--- src/rtl/bcd_mult11_gen.sv ---
// 4-digit BCD source stepping by 11 on a valid/ready stream; its D feeds the
// BCD divisible-by-11 checker. Optional count-down via BCD_MULT11_GEN_DOWN_EN (adds dir).
module bcd_mult11_gen #(
  parameter logic [15:0] START = 16'h0000
) (
  input  logic        clk,
  input  logic        rst_n,
  input  logic        en,
  input  logic        load,
  input  logic [15:0] load_val,
  input  logic        ready,
`ifdef BCD_MULT11_GEN_DOWN_EN
  input  logic        dir,
`endif
  output logic [15:0] D,
  output logic        valid,
  output logic        wrap,
  output logic        err
);

  typedef enum logic {IDLE, RUN} state_t;

  state_t      state, state_nxt;
  logic [15:0] d_nxt, step_word;
  logic        wrap_nxt, err_nxt, step_wrap, hs;

  // Decimal add: bit 16 is the carry out of the thousands digit.
  function automatic logic [16:0] bcd_add(input logic [15:0] a, input logic [15:0] b);
    logic [4:0]  s;
    logic        c;
    logic [15:0] r;
    c = 1'b0;
    r = '0;
    for (int i = 0; i < 4; i++) begin
      s = {1'b0, a[4*i+:4]} + {1'b0, b[4*i+:4]} + {4'b0, c};
      if (s > 5'd9) begin
        s = s - 5'd10;
        c = 1'b1;
      end else begin
        c = 1'b0;
      end
      r[4*i+:4] = s[3:0];
    end
    return {c, r};
  endfunction

`ifdef BCD_MULT11_GEN_DOWN_EN
  // Decimal subtract: bit 16 is the borrow out of the thousands digit.
  function automatic logic [16:0] bcd_sub(input logic [15:0] a, input logic [15:0] b);
    logic [4:0]  s;
    logic        bw;
    logic [15:0] r;
    bw = 1'b0;
    r  = '0;
    for (int i = 0; i < 4; i++) begin
      s = {1'b0, a[4*i+:4]} - {1'b0, b[4*i+:4]} - {4'b0, bw};
      if (s[4]) begin
        s  = s + 5'd10;
        bw = 1'b1;
      end else begin
        bw = 1'b0;
      end
      r[4*i+:4] = s[3:0];
    end
    return {bw, r};
  endfunction
`endif

  function automatic logic bcd_ok(input logic [15:0] v);
    logic ok;
    ok = 1'b1;
    for (int i = 0; i < 4; i++)
      if (v[4*i+:4] > 4'd9) ok = 1'b0;
    return ok;
  endfunction

  assign valid = (state == RUN);
  assign hs    = valid && ready;

  always_comb begin
    logic [16:0] up;
`ifdef BCD_MULT11_GEN_DOWN_EN
    logic [16:0] dn;
`endif
    up        = bcd_add(D, 16'h0011);
    step_word = up[16] ? 16'h0000 : up[15:0];
    step_wrap = up[16];
`ifdef BCD_MULT11_GEN_DOWN_EN
    dn = bcd_sub(D, 16'h0011);
    if (dir) begin
      step_word = dn[16] ? 16'h9999 : dn[15:0];
      step_wrap = dn[16];
    end
`endif
  end

  always_comb begin
    state_nxt = state;
    d_nxt     = D;
    wrap_nxt  = 1'b0;
    err_nxt   = 1'b0;
    case (state)
      IDLE: begin
        if (load) begin
          if (bcd_ok(load_val)) d_nxt = load_val;
          else                  err_nxt = 1'b1;
        end else if (en) begin
          state_nxt = RUN;
        end
      end
      RUN: begin
        // The offered word holds until accepted; en is only honoured at acceptance.
        if (hs) begin
          d_nxt    = step_word;
          wrap_nxt = step_wrap;
          if (!en) state_nxt = IDLE;
        end
      end
      default: state_nxt = IDLE;
    endcase
  end

  always_ff @(posedge clk or negedge rst_n) begin
    if (!rst_n) begin
      state <= IDLE;
      D     <= START;
      wrap  <= 1'b0;
      err   <= 1'b0;
    end else begin
      state <= state_nxt;
      D     <= d_nxt;
      wrap  <= wrap_nxt;
      err   <= err_nxt;
    end
  end

endmodule

--- config.mk ---
export PLATFORM = sky130hd
export DESIGN_NAME = bcd_mult11_gen
export DESIGN_NICKNAME = d
export VERILOG_FILES = /design/src/rtl/bcd_mult11_gen.sv
export SDC_FILE = /design/constraint.sdc
export NUM_CORES = 1
export LEC_CHECK = 0
export ABC_CLOCK_PERIOD_IN_PS = 8200
export CAP_MARGIN = 20
export CORE_MARGIN = 8
export CORE_UTILIZATION = 53
export DETAILED_ROUTE_END_ITERATION = 12
export PLACE_DENSITY_LB_ADDON = 0.08
export RECOVER_POWER = 100
export SETUP_SLACK_MARGIN = 0.4
export SKIP_CTS_REPAIR_TIMING = 1
export SYNTH_ARGS = -nofsm -noshare
export SYNTH_HDL_FRONTEND = slang
export SYNTH_SLANG_ARGS = --single-unit
--- constraint.sdc ---
create_clock -name clk -period 8.2 [get_ports clk]
set_input_delay 1.64 -clock clk [delete_from_list [all_inputs] [get_ports clk]]
set_output_delay 1.64 -clock clk [all_outputs]
set_load 0.01 [all_outputs]
-- Yosys cells after proc, flatten, opt, wreduce, memory -nomap -nowiden
Index checks and enable logic that the tools add are counted.
Widths: inputs -> output; s select.
- register bits after elaboration: 19
- input bits: 21
- word-level logic and storage cells: 55
- add/sub/neg operators: 9
- magnitude comparators: 8
- equality and inequality tests: 3
- muxes and demuxes: 28
- bitwise gates (word level): 1
- reduce and logical (&&, ||, !) cells: 2
- operators with widths (kind ; count):
    $mux 16 ; 4
    $pmux 16 s2 ; 1
    $gt 5x4->1 const B ; 4
    $mux 1 ; 18
    $gt 4x4->1 const B ; 4
    $mux 4 ; 4
    $sub 4x4->4 const B ; 4
    $add 4x1->5 ; 2
    $add 4x1->5 const B ; 2
    $add 5x1->5 ; 1
    $ne 2x2->1 const B ; 2
    $reduce_and 3->1 ; 1
    $ne 2x1->1 const B ; 1
    $pmux 1 s2 ; 1
    $logic_and 1x1->1 ; 1
    $not 1->1 ; 1

-- Longest topological paths before layout
Gate-level depths: netlist (run 1).
- depth after elaboration: 15
- gate-level depth with buffers: 27

-- Worst setup path after synthesis (run 1)
OpenSTA, ideal clock, no wires.
- kind: register to register
- start point: register D[0]
- end point: register D[10]
- setup time: 0.065 ns
- arrival time: 5.157 ns
- path slack: 2.978 ns
- cell stages (with the launch flop): 27
- buffers on the path: 2
- period minus slack after synthesis: 5.222 ns
- path through: dfrtp_1 > ha_1 > xnor2_1 > ha_1 > inv_1 > a311oi_1 > a311o_2 > ha_1 > inv_1 > ha_1 > inv_1 > a21boi_0 > o22ai_1 > inv_1 > ha_1 > ha_1 > clkbuf_1 > inv_1 > a221oi_1 > ha_1 > ha_1 > nand2b_1 > a41oi_1 > o21ai_1 > buf_2 > o221ai_1 > o21a_1
- cells in the longest elaborated chain, start to end: 15
- RTL lines (item ; line ; text):
    from (decl) ; 15 ; output logic [15:0] D,
    from (signal assigned) ; 131 ; D <= d_nxt;
    $add 4x1->5 * ; 35 ; s = {1'b0, a[4*i+:4]} + {1'b0, b[4*i+:4]} + {4'b0, c};
    $gt 5x4->1 * ; 36 ; if (s > 5'd9) begin
    $mux 1 * ; 36 ;
    $add 5x1->5 * ; 35 ;
    $gt 5x4->1 * ; 36 ;
    $mux 1 * ; 36 ;
    $add 4x1->5 * ; 35 ;
    $gt 5x4->1 ; 36 ;
    $mux 1 ; 36 ;
    $add 4x1->5 ; 35 ;
    $gt 5x4->1 ; 36 ;
    $mux 1 ; 36 ;
    $mux 16 * ; 86 ; step_word = up[16] ? 16'h0000 : up[15:0];
    $mux 16 * ; 113 ; if (hs) begin
    $pmux 16 s2 * ; 102 ; case (state)
Mark *: on every way between the ends. The rest lies on a longest branch, timed or not. The select of a mux whose other input is x is not followed.
A chain may end at the register's enable or synchronous reset.

-- Worst setup path after layout (run 1)
- start point: register D[0]
- end point: register D[14]
- cells in the longest elaborated chain, start to end: 15
- RTL lines (item ; line):
    $add 4x1->5 * ; 35
    $gt 5x4->1 * ; 36
    $mux 1 * ; 36
    $add 5x1->5 * ; 35
    $gt 5x4->1 * ; 36
    $mux 1 * ; 36
    $add 4x1->5 * ; 35
    $gt 5x4->1 * ; 36
    $mux 1 * ; 36
    $add 4x1->5 * ; 35
    $sub 4x4->4 / $gt 5x4->1 (equally long branches) ; 37, 36
    $mux 4 / $mux 1 (equally long branches) ; 36
    $mux 16 * ; 86
    $mux 16 * ; 113
    $pmux 16 s2 * ; 102
Marks and branches as above.

==> load_flow_metrics.sql, run 1 <==
INSERT INTO impl_metrics (metric_group, metric, value, unit) VALUES
('synth', 'synth.yosys.warnings', '0', ''),
('timing', 'report.final.slew_viol_count', '14', ''),
('critical_path', 'critPathRequiredTime', '8.40', 'ns'),
('synth', 'synth_top_cells_by_count', 'dfrtp_1 (19), inv_1 (17), nor2_1 (14), a21oi_1 (13)', ''),
('detailed_routing', 'drt_pre_antenna_iters', '4', ''),
('timing', 'worst_clock_skew', '0.00694', 'ns'),
('synth', 'mappedNetlistArea', '1620', 'µm²'),
('global_route', 'grt_pass1_wl', '6930', 'µm'),
('synth', 'netlist_instances', '195', ''),
('cts', 'clock-root-buffer', 'clkbuf_4', ''),
('run', 'max_cap_viol_count', '1', ''),
('critical_path', 'worst_path_largest_cell_delay', '1.26', 'ns'),
('synth', 'yosys.area_share.simple', '19.4', '%'),
('place', 'dpl.hpwl', '3230', 'µm'),
('critical_path', 'critical_path.reg2reg.startpoint', 'D[0]', ''),
('cts', 'cts_buffer_depth', '2', ''),
('floorplanning', 'die_footprint', '5090', 'µm²'),
('detailed_routing', 'drt-vias-per-instance', '6.05', ''),
('global_route', 'grt-ovfl-total', '0', ''),
('global_route', 'initial_antenna_violation_count', '0', ''),
('hold_path', 'min_from', 'D[4]', ''),
('critical_path', 'critical_path.reg2reg.endpoint', 'D[14]', ''),
('critical_path', 'critical_path_peak_fanout', '13', ''),
('timing', 'setup_tns', '0', 'ns'),
('detailed_routing', 'route.antenna.remaining_nets', '0', ''),
('synth', 'postSynthRegisterBits', '19', ''),
('cts', 'cts_tree', 'done', ''),
('timing', 'finalHoldWorstSlack', '0.570', 'ns'),
('power', 'combPwrFrac', '68.1', '%'),
('critical_path', 'cp_data_arrival_time', '6.76', 'ns'),
('final_layout', 'post-route-util', '68.1', '%'),
('outcome', 'failed_checks', 'max-capacitance violations, max-slew violations', ''),
('place', 'placement.cell_area', '2000', 'µm²'),
('power', 'p_leak', '0.852', 'nW'),
('outcome', 'status', 'complete, but fails checks', ''),
('final_layout', 'area_growth_syn_to_layout', '25.1', '%'),
('timing', 'final_critical_path_required_period', '6.56', 'ns'),
('final_layout', 'final_net_count', '260', ''),
('timing', 'setup_violations', '0', ''),
('global_route', 'grtUsageTotal', '16.6', '%'),
('detailed_routing', 'num_vias', '1572', ''),
('final_layout', 'num_antenna_cells', '0', ''),
('power', 'power_density_of_the_placed_cells', '372', 'nW/µm²'),
('floorplanning', 'initial_core_util', '54.5', '%'),
('critical_path', 'crit_path_frequent_cell', 'ha_1', ''),
('hold_path', 'min_path_type', 'flip-flop to flip-flop', ''),
('cts', 'clock_insertion_delay_worst_skew', '0.30', 'ns'),
('critical_path', 'cp-start-kind', 'flip-flop', ''),
('power', 'share_seq_of_total_power', '25.2', '%'),
('floorplanning', 'die_width', '71.3', 'µm'),
('critical_path', 'worst_path_dominant_cell_family', 'compound AO/OA/AOI/OAI gates', ''),
('global_route', 'grt_util_met2', '28.1', '%'),
('timing', 'period_share', '80.0', '%'),
('power', 'cell_internal_pwr', '390', 'µW'),
('synth', 'edff_count_synth', '0', ''),
('synth', 'synth_compound_gate_area_share', '26.9', '%'),
('final_layout', 'drive_above_1_share', '4.85', '%'),
('critical_path', 'ff2ff_setup_slack', '1.64', 'ns'),
('timing', 'rsz0062_at_grt', 'no', ''),
('timing', 'maxSlewHeadroom', '-8.84', '%'),
('global_route', 'first_global_vias', '1458', ''),
('floorplanning', 'fp-row-count', '20', ''),
('synth', 'synth_flop_cell', 'dfrtp_1', ''),
('synth', 'post_synth_fa_ha_maj_area_fraction', '8.49', '%'),
('global_route', 'gr-usage-met3', '4.60', '%'),
('synth', 'largest_family_of_logic_cells_by_synthesized_area', 'compound AO/OA/AOI/OAI gates', ''),
('power', 'peakVddDrop', '219', 'µV'),
('power', 'switching_power', '364', 'µW'),
('final_layout', 'fill_cells', '255', ''),
('synth', 'synthMuxAreaShare', '4.48', '%'),
('floorplanning', 'floorplan.core_area', '2980', 'µm²');
-- power by group through the flow --
| stage | combinational (mW) | clock, mW | sequential [mW] |
|---|---|---|---|
| after global placement | 0.501 | 0 | 0.190 |
| after global routing | 0.565 | 0.0552 | 0.198 |
| after detailed placement | 0.522 | 0 | 0.193 |
| final | 0.513 | 0.0504 | 0.190 |
| after floorplan | 0.376 | 0 | 0.180 |
| after CTS | 0.525 | 0.0518 | 0.191 |
-- flip-flops by register name (all words and copies together), names as in the netlist --
| name | count |
|---|---|
| wrap | 1 |
| err | 1 |
| valid | 1 |
| D | 16 |
-- area by class of cell --
| cell class | count | area (µm²) | area share (%) |
|---|---|---|---|
| clock buffers | 3 | 22.5 | 1.11 |
| clock inverters | 1 | 5.00 | 0.247 |
| inverters | 17 | 63.8 | 3.15 |
| multi-input cells | 147 | 1020 | 50.4 |
| flip-flops and latches | 19 | 475 | 23.4 |
| well taps | 33 | 41.3 | 2.04 |
| repair buffers | 40 | 398 | 19.6 |
-- routing by layer --
metal | share of wire [%] | vias up
met3 | 6.3 | 4
met1 | 44 | 753
li1 | - | 772
met4 | 0.84 | 0
met5 | 0 | -
met2 | 49 | 43
-- layout by cell type, fill, tap and decap left out, types with 4 or more instances in the layout --
master	count
clkdlybuf4s50_1	17
nand2_1	10
dlygate4sd3_1	22
dfrtp_1	19
ha_1	11
inv_1	17
xnor2_1	6
o21ai_0	12
mux2i_1	5
a21oi_1	13
nor2b_1	10
nor2_1	14
a31oi_1	9
nand4_1	4
nand3_1	4
-- tightest hold or removal path: stages, from the launching register on --
cell and delay (ns):
dfrtp_1 0.38, nor2_1 0.05, a21oi_1 0.10
-- stage by stage --
step	worst slack, ns	total power, mW	instances
4_1_cts	2.16	0.768	260
5_1_grt	1.14	0.819	260
2_1_floorplan	2.98	0.556	195
3_5_place_dp	2.17	0.715	256
3_3_place_gp	2.45	0.691	256
6_report	1.64	0.754	260
-- logic make-up after synthesis --
| logic type | Yosys count |
|---|---|
| adders and majority gates | 11 |
| muxes | 7 |
| xor gates and xnor gates | 7 |
| DFF | 19 |
| buffers and inverters | 29 |
| and+or+nand+nor | 59 |
| AOI/OAI and AO/OA | 63 |
-- worst max-delay path by stage --
stage | startpoint | end | slack [ns] | cells after the start
after floorplan | D[0] | D[10] | 2.98 | 26
final | D[0] | D[14] | 1.64 | 24
after detailed placement | D[0] | D[14] | 2.17 | 24
after CTS | D[0] | D[14] | 2.16 | 24
after global routing | D[0] | D[14] | 1.14 | 24
after global placement | D[0] | D[14] | 2.45 | 24
(Power assumes the default switching activity.)
==> run 2: changes to the inputs <==
--- a/config.mk
+++ b/config.mk
@@ -5,10 +5,10 @@
 export SDC_FILE = /design/constraint.sdc
 export NUM_CORES = 1
 export LEC_CHECK = 0
-export ABC_CLOCK_PERIOD_IN_PS = 8200
+export ABC_CLOCK_PERIOD_IN_PS = 6800
 export CAP_MARGIN = 20
 export CORE_MARGIN = 8
-export CORE_UTILIZATION = 53
+export CORE_UTILIZATION = 50
 export DETAILED_ROUTE_END_ITERATION = 12
 export PLACE_DENSITY_LB_ADDON = 0.08
 export RECOVER_POWER = 100
==> constraint.sdc (replaced) <==
create_clock -name clk -period 6.8 [get_ports clk]
set_input_delay 1.36 -clock clk [delete_from_list [all_inputs] [get_ports clk]]
set_output_delay 1.36 -clock clk [all_outputs]
set_load 0.01 [all_outputs]
==> run 2 against run 1 <==
  * The run now ends clean
  * Core utilization fell by 1.8 points
  * Count of clock-buffer cells in the layout is the same
  * Global-route usage is 1.1 points higher
  * Via count rose by 2.2%
  * Cell area up 0.62%
  * Die area grew 4.6%
  * Setup slack lost 0.70 ns
  * Critical endpoint unchanged
==> load_flow_metrics.sql, run 2 (synthesis gave the netlist of run 1 again) <==
INSERT INTO impl_metrics (metric_group, metric, value, unit) VALUES
('detailed_routing', 'drc', '0', ''),
('detailed_routing', 'route.antenna.remaining_nets', '0', ''),
('critical_path', 'worst_path_largest_cell_delay', '0.52', 'ns'),
('floorplanning', 'die_footprint', '5320', 'µm²'),
('critical_path', 'critical_path_peak_fanout', '13', ''),
('detailed_routing', 'first_iter_violations', '164', ''),
('final_layout', 'register_with_the_most_flip_flops', 'D', ''),
('cts', 'clock-sinks', '19', ''),
('floorplanning', 'fp-row-count', '20', ''),
('timing', 'worst_clock_skew', '0.00210', 'ns'),
('final_layout', 'final_net_count', '260', ''),
('critical_path', 'crit_path_frequent_cell', 'ha_1', ''),
('timing', 'report.final.slew_viol_count', '0', ''),
('final_layout', 'layout.cells.most_common', 'dlygate4sd3_1', ''),
('timing', 'rsz0062_at_grt', 'no', ''),
('place', 'routabilityCongestion', '0.959', ''),
('final_layout', 'most-common-layout-cells', 'dlygate4sd3_1 (22), dfrtp_1 (19), inv_1 (17), clkdlybuf4s50_1 (17), nor2_1 (14)', ''),
('timing', 'setup_tns', '0', 'ns'),
('timing', 'max_freq', '0.171', 'GHz'),
('place', 'dpl.hpwl', '3470', 'µm'),
('critical_path', 'timing.critical_path.to_type', 'flip-flop', ''),
('floorplanning', 'floorplan.die.height', '73.0', 'µm'),
('hold_path', 'min_from', 'D[4]', ''),
('global_route', 'grtUsageTotal', '17.6', '%'),
('critical_path', 'worstPathBufferInverterCount', '4', ''),
('floorplanning', 'floorplan.core_area', '3080', 'µm²'),
('critical_path', 'reg2reg_depth', '24', ''),
('detailed_routing', 'wire_per_inst', '16.9', 'µm'),
('critical_path', 'cp_num_cells', '24', ''),
('final_layout', 'largest_register_ff_count', '16', ''),
('detailed_routing', 'routed_wl', '4570', 'µm'),
('cts', 'clock-root-buffer', 'clkbuf_4', ''),
('critical_path', 'critPathRequiredTime', '7.01', 'ns'),
('place', 'numPortBuffers', '39', ''),
('power', 'power_density_of_the_placed_cells', '449', 'nW/µm²'),
('critical_path', 'launch_point_of_the_worst_path', 'D[0]', ''),
('final_layout', 'area_growth_syn_to_layout', '25.8', '%'),
('global_route', 'initial_antenna_violation_count', '0', ''),
('final_layout', 'post-route-util', '66.3', '%'),
('run', 'max_cap_viol_count', '0', ''),
('global_route', 'first_global_vias', '1607', ''),
('timing', 'timing_worst_slew_pin_value', '0.918', 'ns'),
('critical_path', 'critPathKind', 'flip-flop to flip-flop', ''),
('cts', 'cts_buffer_depth', '2', ''),
('timing', 'setup_violations', '0', ''),
('detailed_routing', 'num_vias', '1606', ''),
('floorplanning', 'die_width', '73.0', 'µm'),
('cts', 'clock_slew_at_reported_path_ffs', '0.12', 'ns'),
('detailed_routing', 'drt-vias-per-instance', '5.93', ''),
('final_layout', 'final_cells', '271', ''),
('timing', 'finalHoldViolCount', '0', ''),
('final_layout', 'drive_above_1_share', '4.85', '%'),
('timing', 'setup_slack', '0.943', 'ns'),
('place', 'placement.setup.worst_slack', '0.772', 'ns'),
('power', 'p_leak', '0.852', 'nW'),
('timing', 'finalHoldWorstSlack', '0.580', 'ns'),
('critical_path', 'worst_path_dominant_cell_family', 'adder cells', ''),
('outcome', 'status', 'finished clean', ''),
('global_route', 'grt-ovfl-total', '0', ''),
('hold_path', 'min_path_type', 'flip-flop to flip-flop', ''),
('detailed_routing', 'drt_pre_antenna_iters', '4', ''),
('floorplanning', 'initial_core_util', '52.7', '%'),
('critical_path', 'cp_data_arrival_time', '6.06', 'ns'),
('timing', 'maxSlewHeadroom', '38.6', '%'),
('global_route', 'grt_pass1_wl', '7490', 'µm'),
('cts', 'htree_levels', '1', ''),
('final_layout', 'num_antenna_cells', '0', ''),
('cts', 'cts_buffer_count', '3', ''),
('hold_path', 'min_path_cells', '2', ''),
('place', 'dpl.cell_count', '267', ''),
('floorplanning', 'boundaryPins', '40', ''),
('power', 'peakVddDrop', '259', 'µV'),
('cts', 'cts_tree', 'done', ''),
('timing', 'period_share', '86.1', '%'),
('cts', 'clock_insertion_delay_worst_skew', '0.31', 'ns'),
('critical_path', 'critical_path.reg2reg.startpoint', 'D[0]', ''),
('global_route', 'grt_max_degree', '25', ''),
('critical_path', 'cp_cell_sequence', 'ha_1 > xnor2_1 > ha_1 > inv_1 > a311oi_1 > a311o_2 > ha_1 > inv_1 > ha_1 > inv_1 > a21boi_0 > o22ai_1 > inv_1 > ha_1 > ha_1 > mux2i_1 > a221oi_1 > ha_1 > ha_1 > nand2b_1 > a41oi_1 > o21ai_2 > o21ai_0 > a221o_1', ''),
('critical_path', 'crit_slowest_cell', 'o21ai_2', ''),
('critical_path', 'cp-start-kind', 'flip-flop', ''),
('timing', 'final_critical_path_required_period', '5.86', 'ns');
## run 2: tightest hold or removal path: cells and delay by family (launching register included)
kind	cells	cell delay [ns]
AOI/OAI and AO/OA	1	0.10
and+or+nand+nor	1	0.06
DFF	1	0.39
## run 2: cell type report
type	instances	area, µm²
fill	282	1040
multi-input combinational	147	1020
sequential	19	475
timing repair buffer	40	398
inverter	17	63.8
tap	44	55.1
clock buffer	3	22.5
clock inverter	1	5.00
## run 2: per-stage QoR
stage	power [mW]	cell area (µm²)
6_report	0.916	2040
5_1_grt	0.997	2040
4_1_cts	0.933	2040
3_5_place_dp	0.869	2010
3_3_place_gp	0.836	2010
2_1_floorplan	0.670	1620
## run 2: where the power goes
| group | total (mW) | internal [mW] | leakage, nW | switching [mW] |
|---|---|---|---|---|
| registers | 0.232 | 0.155 | 0.225 | 0.0767 |
| clock network | 0.0606 | 0.0220 | 0.0177 | 0.0386 |
| logic | 0.624 | 0.293 | 0.609 | 0.331 |
| total | 0.916 | 0.469 | 0.852 | 0.447 |
## run 2: path summary, 6_finish.rpt
check                        end  slack (ns)
hold / removal              D[4]        0.58
max in group asynchronous   D[1]        4.62
setup / recovery           D[14]        0.94
min in group asynchronous  D[12]        1.62
hold reg to reg             D[4]        0.58
setup reg to reg           D[14]        0.94
## run 2: per-layer routing
layer	wire length, µm	global-route usage [%]
met5	0	0
met4	48	7.33
met3	360	5.36
met2	2340	30.8
met1	1820	19.2
